**src/rtl/div_arbiter.sv**
```systemverilog
// div_arbiter: round-robin front end sharing one sequential unsigned divider between two requesters
module div_arbiter #(
   parameter int WIDTH   = 32,
   parameter int TIMEOUT = 64
) (
   input  logic             clk,
   input  logic             rst,
   input  logic             in_valid0,
   input  logic [WIDTH-1:0] in_a0,
   input  logic [WIDTH-1:0] in_b0,
   output logic             in_ready0,
   input  logic             in_valid1,
   input  logic [WIDTH-1:0] in_a1,
   input  logic [WIDTH-1:0] in_b1,
   output logic             in_ready1,
   output logic             out_valid,
   output logic             out_id,
   output logic [WIDTH-1:0] out_q,
   output logic [WIDTH-1:0] out_r,
   output logic             out_err,
   output logic [WIDTH-1:0] div_a,
   output logic [WIDTH-1:0] div_b,
   output logic             div_start,
   input  logic [WIDTH-1:0] div_q,
   input  logic [WIDTH-1:0] div_r,
   input  logic             div_finish
);
   localparam int CW = $clog2(TIMEOUT) + 1;
   localparam logic [2:0] IDLE   = 3'd0;
   localparam logic [2:0] START  = 3'd1;
   localparam logic [2:0] SETTLE = 3'd2;
   localparam logic [2:0] BUSY   = 3'd3;
   localparam logic [2:0] DONE   = 3'd4;
   logic [2:0]       state;
   logic             last;
   logic             id;
   logic [CW-1:0]    cnt;
   logic             idle;
   logic             gnt0;
   logic             gnt1;
   logic [WIDTH-1:0] sel_a;
   logic [WIDTH-1:0] sel_b;
   // grant goes to the lone requester, or to the one not served last when both ask
   always_comb begin
      idle  = ~rst & (state == IDLE);
      gnt0  = in_valid0 & (~in_valid1 | last);
      gnt1  = in_valid1 & (~in_valid0 | ~last);
      sel_a = gnt1 ? in_a1 : in_a0;
      sel_b = gnt1 ? in_b1 : in_b0;
   end
   assign in_ready0 = idle & gnt0;
   assign in_ready1 = idle & gnt1;
   assign out_valid = ~rst & (state == DONE);
   assign div_start = rst | (state == START);
   // control FSM; result registers are loaded on entry to DONE and held afterwards
   always_ff @(posedge clk) begin
      if (rst) begin
         state   <= IDLE;
         last    <= 1'b1;
         id      <= 1'b0;
         cnt     <= '0;
         out_id  <= 1'b0;
         out_q   <= '0;
         out_r   <= '0;
         out_err <= 1'b0;
         div_a   <= '0;
         div_b   <= '0;
      end else begin
         case (state)
            IDLE: if (gnt0 | gnt1) begin
               div_a <= sel_a;
               div_b <= sel_b;
               id    <= gnt1;
               if (sel_b == '0) begin
                  out_id  <= gnt1;
                  out_q   <= '1;
                  out_r   <= sel_a;
                  out_err <= 1'b1;
                  state   <= DONE;
               end else
                  state <= START;
            end
            START: state <= SETTLE;
            SETTLE: begin
               cnt   <= '0;
               state <= BUSY;
            end
            BUSY: begin
               cnt <= cnt + 1'b1;
               if (div_finish) begin
                  out_id  <= id;
                  out_q   <= div_q;
                  out_r   <= div_r;
                  out_err <= 1'b0;
                  state   <= DONE;
               end else if (cnt == CW'(TIMEOUT - 1)) begin
                  out_id  <= id;
                  out_q   <= '0;
                  out_r   <= '0;
                  out_err <= 1'b1;
                  state   <= DONE;
               end
            end
            DONE: begin
               last  <= out_id;
               state <= IDLE;
            end
            default: state <= IDLE;
         endcase
      end
   end
endmodule

```
**config.mk**
```make
export PLATFORM = sky130hd
export DESIGN_NAME = div_arbiter
export DESIGN_NICKNAME = d
export VERILOG_FILES = /design/src/rtl/div_arbiter.sv
export SDC_FILE = /design/constraint.sdc
export NUM_CORES = 1
export LEC_CHECK = 0
export CORE_MARGIN = 4
export CORE_UTILIZATION = 25
export DETAILED_ROUTE_END_ITERATION = 10
export MAX_ROUTING_LAYER = met4
export PLACE_DENSITY = 0.6
export SLEW_MARGIN = 0
export SYNTH_ARGS = -nofsm -noshare
export SYNTH_HDL_FRONTEND = slang
export SYNTH_SLANG_ARGS = --single-unit
```
**constraint.sdc**
```tcl
create_clock -name clk -period 3.8 [get_ports clk]
set_input_delay 0.76 -clock clk [delete_from_list [all_inputs] [get_ports clk]]
set_output_delay 0.76 -clock clk [all_outputs]
set_load 0.05 [all_outputs]
```
==> flow_results.org <==
** Setup path
- Of all nets on the critical path, the largest fanout is 10.
- The worst register-to-register path has a depth of 8.
- Critical path type :: reg -> out
- STA classifies the critical path endpoint as an output port.
- Crit-path slowest cell :: sky130_fd_sc_hd__clkdlybuf4s50_1
- The critical path starts at state[0].
- Cell-by-cell listing of the critical path :: inv_1, o31ai_1, clkdlybuf4s50_1
- The worst register-to-register path ends at out_r[14].
- Crit start category :: flop
- The worst register-to-register path begins at cnt[0].
- Largest delay share family, worst path :: buffers and inverters
- Data on the critical path is required at its endpoint by 3.04 ns.
- Counting both buffers and inverters, the worst setup path holds a total of 2.
- Across all register-to-register paths, the minimum setup slack is 1.57 ns.
- Largest incremental delay on the critical path :: 0.93 ns
- STA puts the critical path data arrival time at 2.55 ns.

** Timing
- Derived from the worst setup path, the maximum achievable clock frequency is 0.302 GHz.
- For the pin with the worst max-slew slack, the measured transition is 1.01 ns.
- Min setup slack post-route :: 0.490 ns
- The number of hold-slack violations in the final timing report is 0.
- Slew HR :: 0.326
- Final setup vio count :: 0
- Final Skew :: 0.0139 ns
- In the finished design, the share of the clock period the worst path needs comes to 0.871.
- Final Max Slew Viols :: 0
- Setup TNS :: 0 ns
- Final critical-path required period :: 3.31 ns
- Setup repair after global routing left no endpoint under its margin.

** Drt
- Avg WL per Cell :: 18.9 um
- In this run the remaining antenna-violating nets after routing total 0.
- Drt total wl :: 26800 um
- The pre-antenna-repair detailed-routing pass consisted of 5 iterations.
- Iteration-0 DRC Markers :: 499
- Across all layers, the routed design uses 7108 vias.
- Dividing the detail-routed via count by the number of cells gives 5.00.
- DRC violation count after routing :: 0

** Synthesis
- The number of nets handed over by synthesis was 990.
- Yosys mapped a number of flops with a built-in enable equal to 0.
- The synthesized design spends more area on one cell type than any other, namely sky130_fd_sc_hd__dfxtp_1.
- After synthesis, the cell types taking the most area are sky130_fd_sc_hd__dfxtp_1, sky130_fd_sc_hd__a211oi_2, sky130_fd_sc_hd__a21oi_1, sky130_fd_sc_hd__nor2_1, sky130_fd_sc_hd__mux2i_1.
- The netlist uses 38 different library cells.
- Counting flops with an async set or reset pin after synthesis yields a share of 0.
- The share of the Yosys chip area taken by registers is 0.425.
- The cell area that synthesis handed to floorplanning was 6690 sq um.
- The cell count after synthesis came out at 792.
- Synthesized area per cell :: 8.45 sq um
- During synthesis, Yosys emitted a total of 0 warnings.
- Flip-flop and latch count after synthesis :: 142
- Top_reg_cell synth :: sky130_fd_sc_hd__dfxtp_1
- The share of synthesized area in the top cell type comes to 0.425.

** Global routing
- The first global-routing pass estimated 40200 um of wire.
- Total gr overflow :: 0
- The via count of the first global-routing pass was 6782.
- Largest net degree at the start of global routing :: 77
- GRT Overall Usage :: 0.179
- Initial antenna violation count :: 0

** Die
- Overall die height :: 172 um
- Placeable Area :: 26200 sq um
- Pin placement for this block handled 331 I/O pins.
- Effective utilization at floorplan :: 0.255
- The die covers 29400 sq um.
- The die is 172 um wide.
- Number of placement rows :: 59

** Power
- Relative contribution of the clock network to total power :: 0.359
- In this run the power spent charging and discharging nets is 1860 uW.
- Share of power burned in combinational logic :: 0.320
- Power density over cell area :: 496 nW/um^2
- Of the total power, registers draw 0.321.
- Summed over all cells, the static leakage comes to 0.00392 uW.
- Internal power :: 3550 uW
- Of the total power, the share spent switching nets is 0.343.
- VDD sags by at most 0.256 mV.

** Finish
- The layout has 2622 filler cells.
- Layout Area Growth over Synthesis :: 63.0%
- Layout cells sized above 1 :: 0.0994
- Most common library cell in the layout ignoring fill and taps :: sky130_fd_sc_hd__clkdlybuf4s50_1
- The multi-input combinational cells in the finished layout cover a total of 3460 sq um.
- In the layout the commonest cells are sky130_fd_sc_hd__clkdlybuf4s50_1, sky130_fd_sc_hd__dfxtp_1, sky130_fd_sc_hd__nor2_1.
- Final net count :: 1272
- The number of antenna diodes in the final layout is 0.
- Summing all flip-flop and latch instances after layout gives 2840 sq um.

** Hold path
- Number of cells on the worst hold path :: 2
- For hold timing, the worst endpoint is out_r[13].
- The tightest min-delay check is of the reg -> reg type.
- In this run the most critical hold path is launched from out_r[13].

** Clock network
- Buffers inserted to repair hold after CTS numbered 0.
- TritonCTS built the clock tree.
- Number of buffers on the longest clock path :: 2
- After clock tree synthesis, the clock-pin slew on the worst setup and hold paths is 0.06 ns.
- Root cell of the clock tree :: sky130_fd_sc_hd__clkbuf_16
- Post-CTS timing repair inserted 0 buffers for setup.
- TritonCTS created 17 clock buffers.
- Number of sinks on the clock net :: 142
- In this run the number of H-tree levels came out at 4.
- The clock reaches the later pin of the worst-skew pair after 0.42 ns.
- CTS resizes :: 0

** Status
- The run finished with clean final reports.

** Place
- Once detailed placement completed, the half-perimeter wirelength came to 19100 um.
- Pre-CTS setup slack :: 0.502 ns
- The count of buffers added on input and output ports is 330.
- Weighted congestion at the end of routability-driven global placement :: 0.867

** Run
- Across the run, the number of max-cap violations was 0.
==> worst max-delay path by stage <==
stage | endpoint | slack [ns] | cells past startpoint
floorplan | in_ready0 | 0.37 | 3
global placement | out_r[14] | 0.52 | 8
detailed placement | out_q[5] | 0.50 | 8
CTS | div_start | 0.49 | 3
global route | div_start | 0.37 | 3
finish | div_start | 0.49 | 3
==> final cells by class <==
type,instances,share of cell area
Timing Repair Buffer,346,0.320
Multi-Input combinational cell,563,0.317
Sequential cell,142,0.261
Clock buffer,18,0.0403
Tap cell,335,0.0384
Clock inverter,13,0.0218
Inverter,4,0.00138
==> cells in the mapped netlist (all sizes together), types with 2 or more instances <==
library cell,instances
dfxtp,142
nand3,25
a21oi,83
a311oi,31
clkbuf,47
nand2,74
a21boi,2
nor3,57
mux2i,32
nor4,16
a211oi,84
a22oi,3
nand4,2
nor2b,2
nor2,101
buf,36
a31oi,17
o21ai,23
inv,4
==> worst min-delay path: cells and delay by family, from the launching register on <==
kind             cells  cell delay (ns)
AND/OR/NAND/NOR      1             0.06
flip-flops           1             0.31
AO/OA/AOI/OAI        1             0.05
==> per-layer routing <==
metal / vias to the layer above / track usage / part of all wire
met4: 0 / 0.0351 / 0.010
met2: 277 / 0.278 / 0.47
li1: 3466 / - / -
met5: - / - / 0
met1: 3351 / 0.232 / 0.44
met3: 14 / 0.0558 / 0.085
==> cell families after synthesis <==
kind of cell               count (synthesis)  share of synthesized area
AOI/OAI and AO/OA                        250                      0.281
adders and majority gates                  1                    0.00187
and+or+nand+nor                          280                      0.182
buffers and inverters                     87                     0.0628
DFF                                      142                      0.425
muxes                                     32                     0.0479
==> flip-flops by register name (all words and copies together) (netlist names) <==
register and count:
cnt 7, div_a 32, div_b 32, id 1
last 1, out_err 1, out_id 1, out_q 32
out_r 32, state 3
==> per-stage QoR <==
stage | power (uW) | utilization | instances | hold slack [ns] | area [sq um]
floorplan | 2820 | - | 792 | 0.444 | 6690
global placement | 3490 | 0.390 | 1390 | 0.448 | 10200
detailed placement | 3510 | 0.390 | 1390 | 0.454 | 10200
CTS | 5480 | 0.416 | 1421 | 0.469 | 10900
global route | 5660 | 0.416 | 1421 | 0.488 | 10900
finish | 5410 | 0.416 | 1421 | 0.465 | 10900
==> power by group through the flow <==
| stage | sequential [uW] | combinational [uW] | clock, uW |
|---|---|---|---|
| final | 1740 | 1730 | 1940 |
| after global routing | 1750 | 1840 | 2060 |
| after CTS | 1740 | 1740 | 2000 |
| after detailed placement | 1770 | 1740 | 0 |
| after global placement | 1760 | 1730 | 0 |
| after floorplan | 2280 | 534 | 0 |
Note: power is estimated with default switching activity, not from simulation.
==> RTL change, RTL diff (same flow settings) <==
Add an input register stage for `div_r`, with the module's reset; this delays it by one clock. The other inputs are not delayed to match.
--- a/src/rtl/div_arbiter.sv
+++ b/src/rtl/div_arbiter.sv
@@ -31,6 +31,17 @@
    localparam logic [2:0] SETTLE = 3'd2;
    localparam logic [2:0] BUSY   = 3'd3;
    localparam logic [2:0] DONE   = 3'd4;
+
+   logic [WIDTH-1:0] div_r_q;
+
+   always_ff @(posedge clk) begin
+      if (rst) begin
+         div_r_q <= '0;
+      end else begin
+         div_r_q <= div_r;
+      end
+   end
+
    logic [2:0]       state;
    logic             last;
    logic             id;
@@ -90,7 +101,7 @@
                if (div_finish) begin
                   out_id  <= id;
                   out_q   <= div_q;
-                  out_r   <= div_r;
+                  out_r   <= div_r_q;
                   out_err <= 1'b0;
                   state   <= DONE;
                end else if (cnt == CW'(TIMEOUT - 1)) begin
Function: changed (Yosys sat finds a counterexample within 10 cycles, from zero or initial values and one cycle with rst high).
==> RTL change against the unedited design <==
- sequential cell count up 32
- worst setup slack better by 0.14 ns
- wire length up 2.3%
- global-route usage down 1.1 points
- total power up 2.2%
- largest cell class is now multi-input combinational cells
- critical path type is now in -> out
- clock skew about the same
- non-clock buffer count up 2
- maximum frequency up 4.4%
- cell area up 6.0%
- area after synthesis up 9.2%
==> RTL change: results (changes against the unedited design) <==
* Result of the run: finished clean
* Post-synth top area share at 0.4768 (+0.05188)
* Number of different library cells in the post-synthesis netlist at 36 (-5.3%)
* CTS Buffer Depth at 2 (unchanged)
* Share of final-layout standard cells stronger than drive strength 1 at 0.05712 (-0.04233)
* Normalized max-slew margin at 0.5040 (+0.1776)
* Total number of nets in the final design at 1323 (+4.0%)
* Clock-pin slew reported for the worst setup and hold paths after clock tree synthesis at 0.07 ns
* Initial antenna violation count at 1 (+1)
* Number of DRC markers after the initial detailed-route iteration at 407 (-18%)
* Drt total wl at 27420 µm (+2.3%)
* Setup Buffers After CTS at 0 (unchanged)
* Placed inst area at 10960 µm² (+7.2%)
* Largest net degree at the start of global routing at 144 (+87%)
* Count of final setup violators at 0 (unchanged)
* Worst IR drop on VDD at 250.5 µV (-2.3%)
* Top post-synthesis cells by count: dfxtp_1, a21oi_1, nor2_1, nand2_1, a211oi_1
* Last weighted congestion value of the routability-driven placer at 0.8292 (-4.3%)
* Hold Worst Slack at 0.4639 ns (-0.001073 ns)
* Leakage power total at 4.234 nW (+8.0%)
* Synthesized Nets at 1042 (+5.3%)
* Largest delay share family, worst path: buffers and inverters
* Sw Pwr at 0.002015 W (+8.6%)
* TritonCTS Buffers at 17 (unchanged)
* Peak fanout along the critical path at 8 (-2)
* Aggregate global-route resource usage at 0.1678 (-0.01137)
* Master of the slowest instance on the critical path: clkdlybuf4s50_1
* Detailed Place HPWL at 19300 µm (+0.82%)
* Hold/Removal Path Class: reg -> reg
* HP Start: out_r[8]
* Dominant cells by area after synthesis: dfxtp_1, a21oi_1, a211oi_1, a221o_1, mux2i_1
* Reg2reg start: state[1]
* Slowest Stage Delay on Critical Path at 0.57 ns (-0.36 ns)
* Source-to-sink clock delay at the later pin of the worst-skew pair at 0.43 ns
* Share of the yosys chip area belonging to registers at 0.4768 (+0.05188)
* Number of filler instances in the final layout at 2864 (+9.2%)
* Synthesized area divided by synthesized cell count at 8.656 µm² (+2.5%)
* Non-Filler Instances at 1523 (+7.2%)
* Depth of the worst hold-timing path at 2 (unchanged)
* R2R Path End: out_q[2]
* First-pass GRT wire length at 40850 µm (+1.6%)
* Pre-CTS setup slack at 0.4846 ns (-0.01757 ns)
* Count of instances resized after the clock tree is built at 0 (unchanged)
* Library cell used as clock root buffer: clkbuf_16
* Count of synthesis-stage warnings from yosys at 0 (unchanged)
* Worst Skew at 0.01397 ns (+0.00003630 ns)
* Critical Path AT at 2.41 ns (-0.14 ns)
* Via count of the first global-routing pass at 7242 (+6.8%)
* DR pass1 iterations at 6 (+1)
* CTS H-tree depth at 4 (unchanged)
* Buffers on Ports at 330 (unchanged)
* Placeable Area at 28780 µm² (+9.8%)
* Synth async-reset ratio at 0 (unchanged)
* End point of the worst hold path: out_r[8]
* FF-to-FF setup slack at 1.47 ns (-0.10 ns)
* Worst Reg2Reg Path Length in Cells at 7 (-1)
* Mean number of vias per cell at 4.837 (-3.3%)
==> RTL change: how the worst max path moves through the flow <==
stage               from  cells after the start        end  slack, ns
2_1_floorplan        rst                      3  in_ready0       0.35
3_3_place_gp   in_b1[27]                      9  out_q[23]       0.54
3_5_place_dp   in_b1[27]                      9   out_q[2]       0.48
4_1_cts        in_valid1                      4  in_ready1       0.63
5_1_grt        in_valid1                      4  in_ready1       0.61
6_report       in_valid1                      4  in_ready1       0.63
==> RTL change: power groups by stage <==
stage                     combinational [W]  sequential [W]  clock (W)
after floorplan                    0.000490         0.00263          0
after global placement              0.00167         0.00213          0
after detailed placement            0.00167         0.00213          0
after CTS                           0.00167         0.00209    0.00184
after global routing                0.00177         0.00211    0.00191
final                               0.00165         0.00209    0.00178
==> RTL change: layer usage <==
layer / wire length, µm / share of wire / track usage / vias to the layer above
li1: - / - / - / 3664
met1: 11360 / 0.41 / 0.2027 / 3397
met2: 12780 / 0.47 / 0.2686 / 275
met3: 2634 / 0.096 / 0.05293 / 30
met4: 641 / 0.023 / 0.05149 / 0
met5: 0 / 0 / - / -
==> RTL change: logic make-up after synthesis <==
logic type,count (synthesis),synth area share
flip-flops,174,0.4768
AND/OR/NAND/NOR,294,0.1853
multiplexers,32,0.04384
buffers and inverters,90,0.05086
adder cells (fa/ha/maj),1,0.001712
AO/OA/AOI/OAI,253,0.2415
==> RTL change: cell type report <==
cell class | instances | area (µm²) | area share
multi-input cells | 580 | 3496 | 0.3024
repair buffers | 348 | 3490 | 0.3019
flip-flops and latches | 174 | 3483 | 0.3014
well taps | 384 | 480.5 | 0.04157
clock buffers | 18 | 429.2 | 0.03713
clock inverters | 14 | 162.7 | 0.01407
inverters | 4 | 15.01 | 0.001299
diodes | 1 | 2.502 | 0.0002165
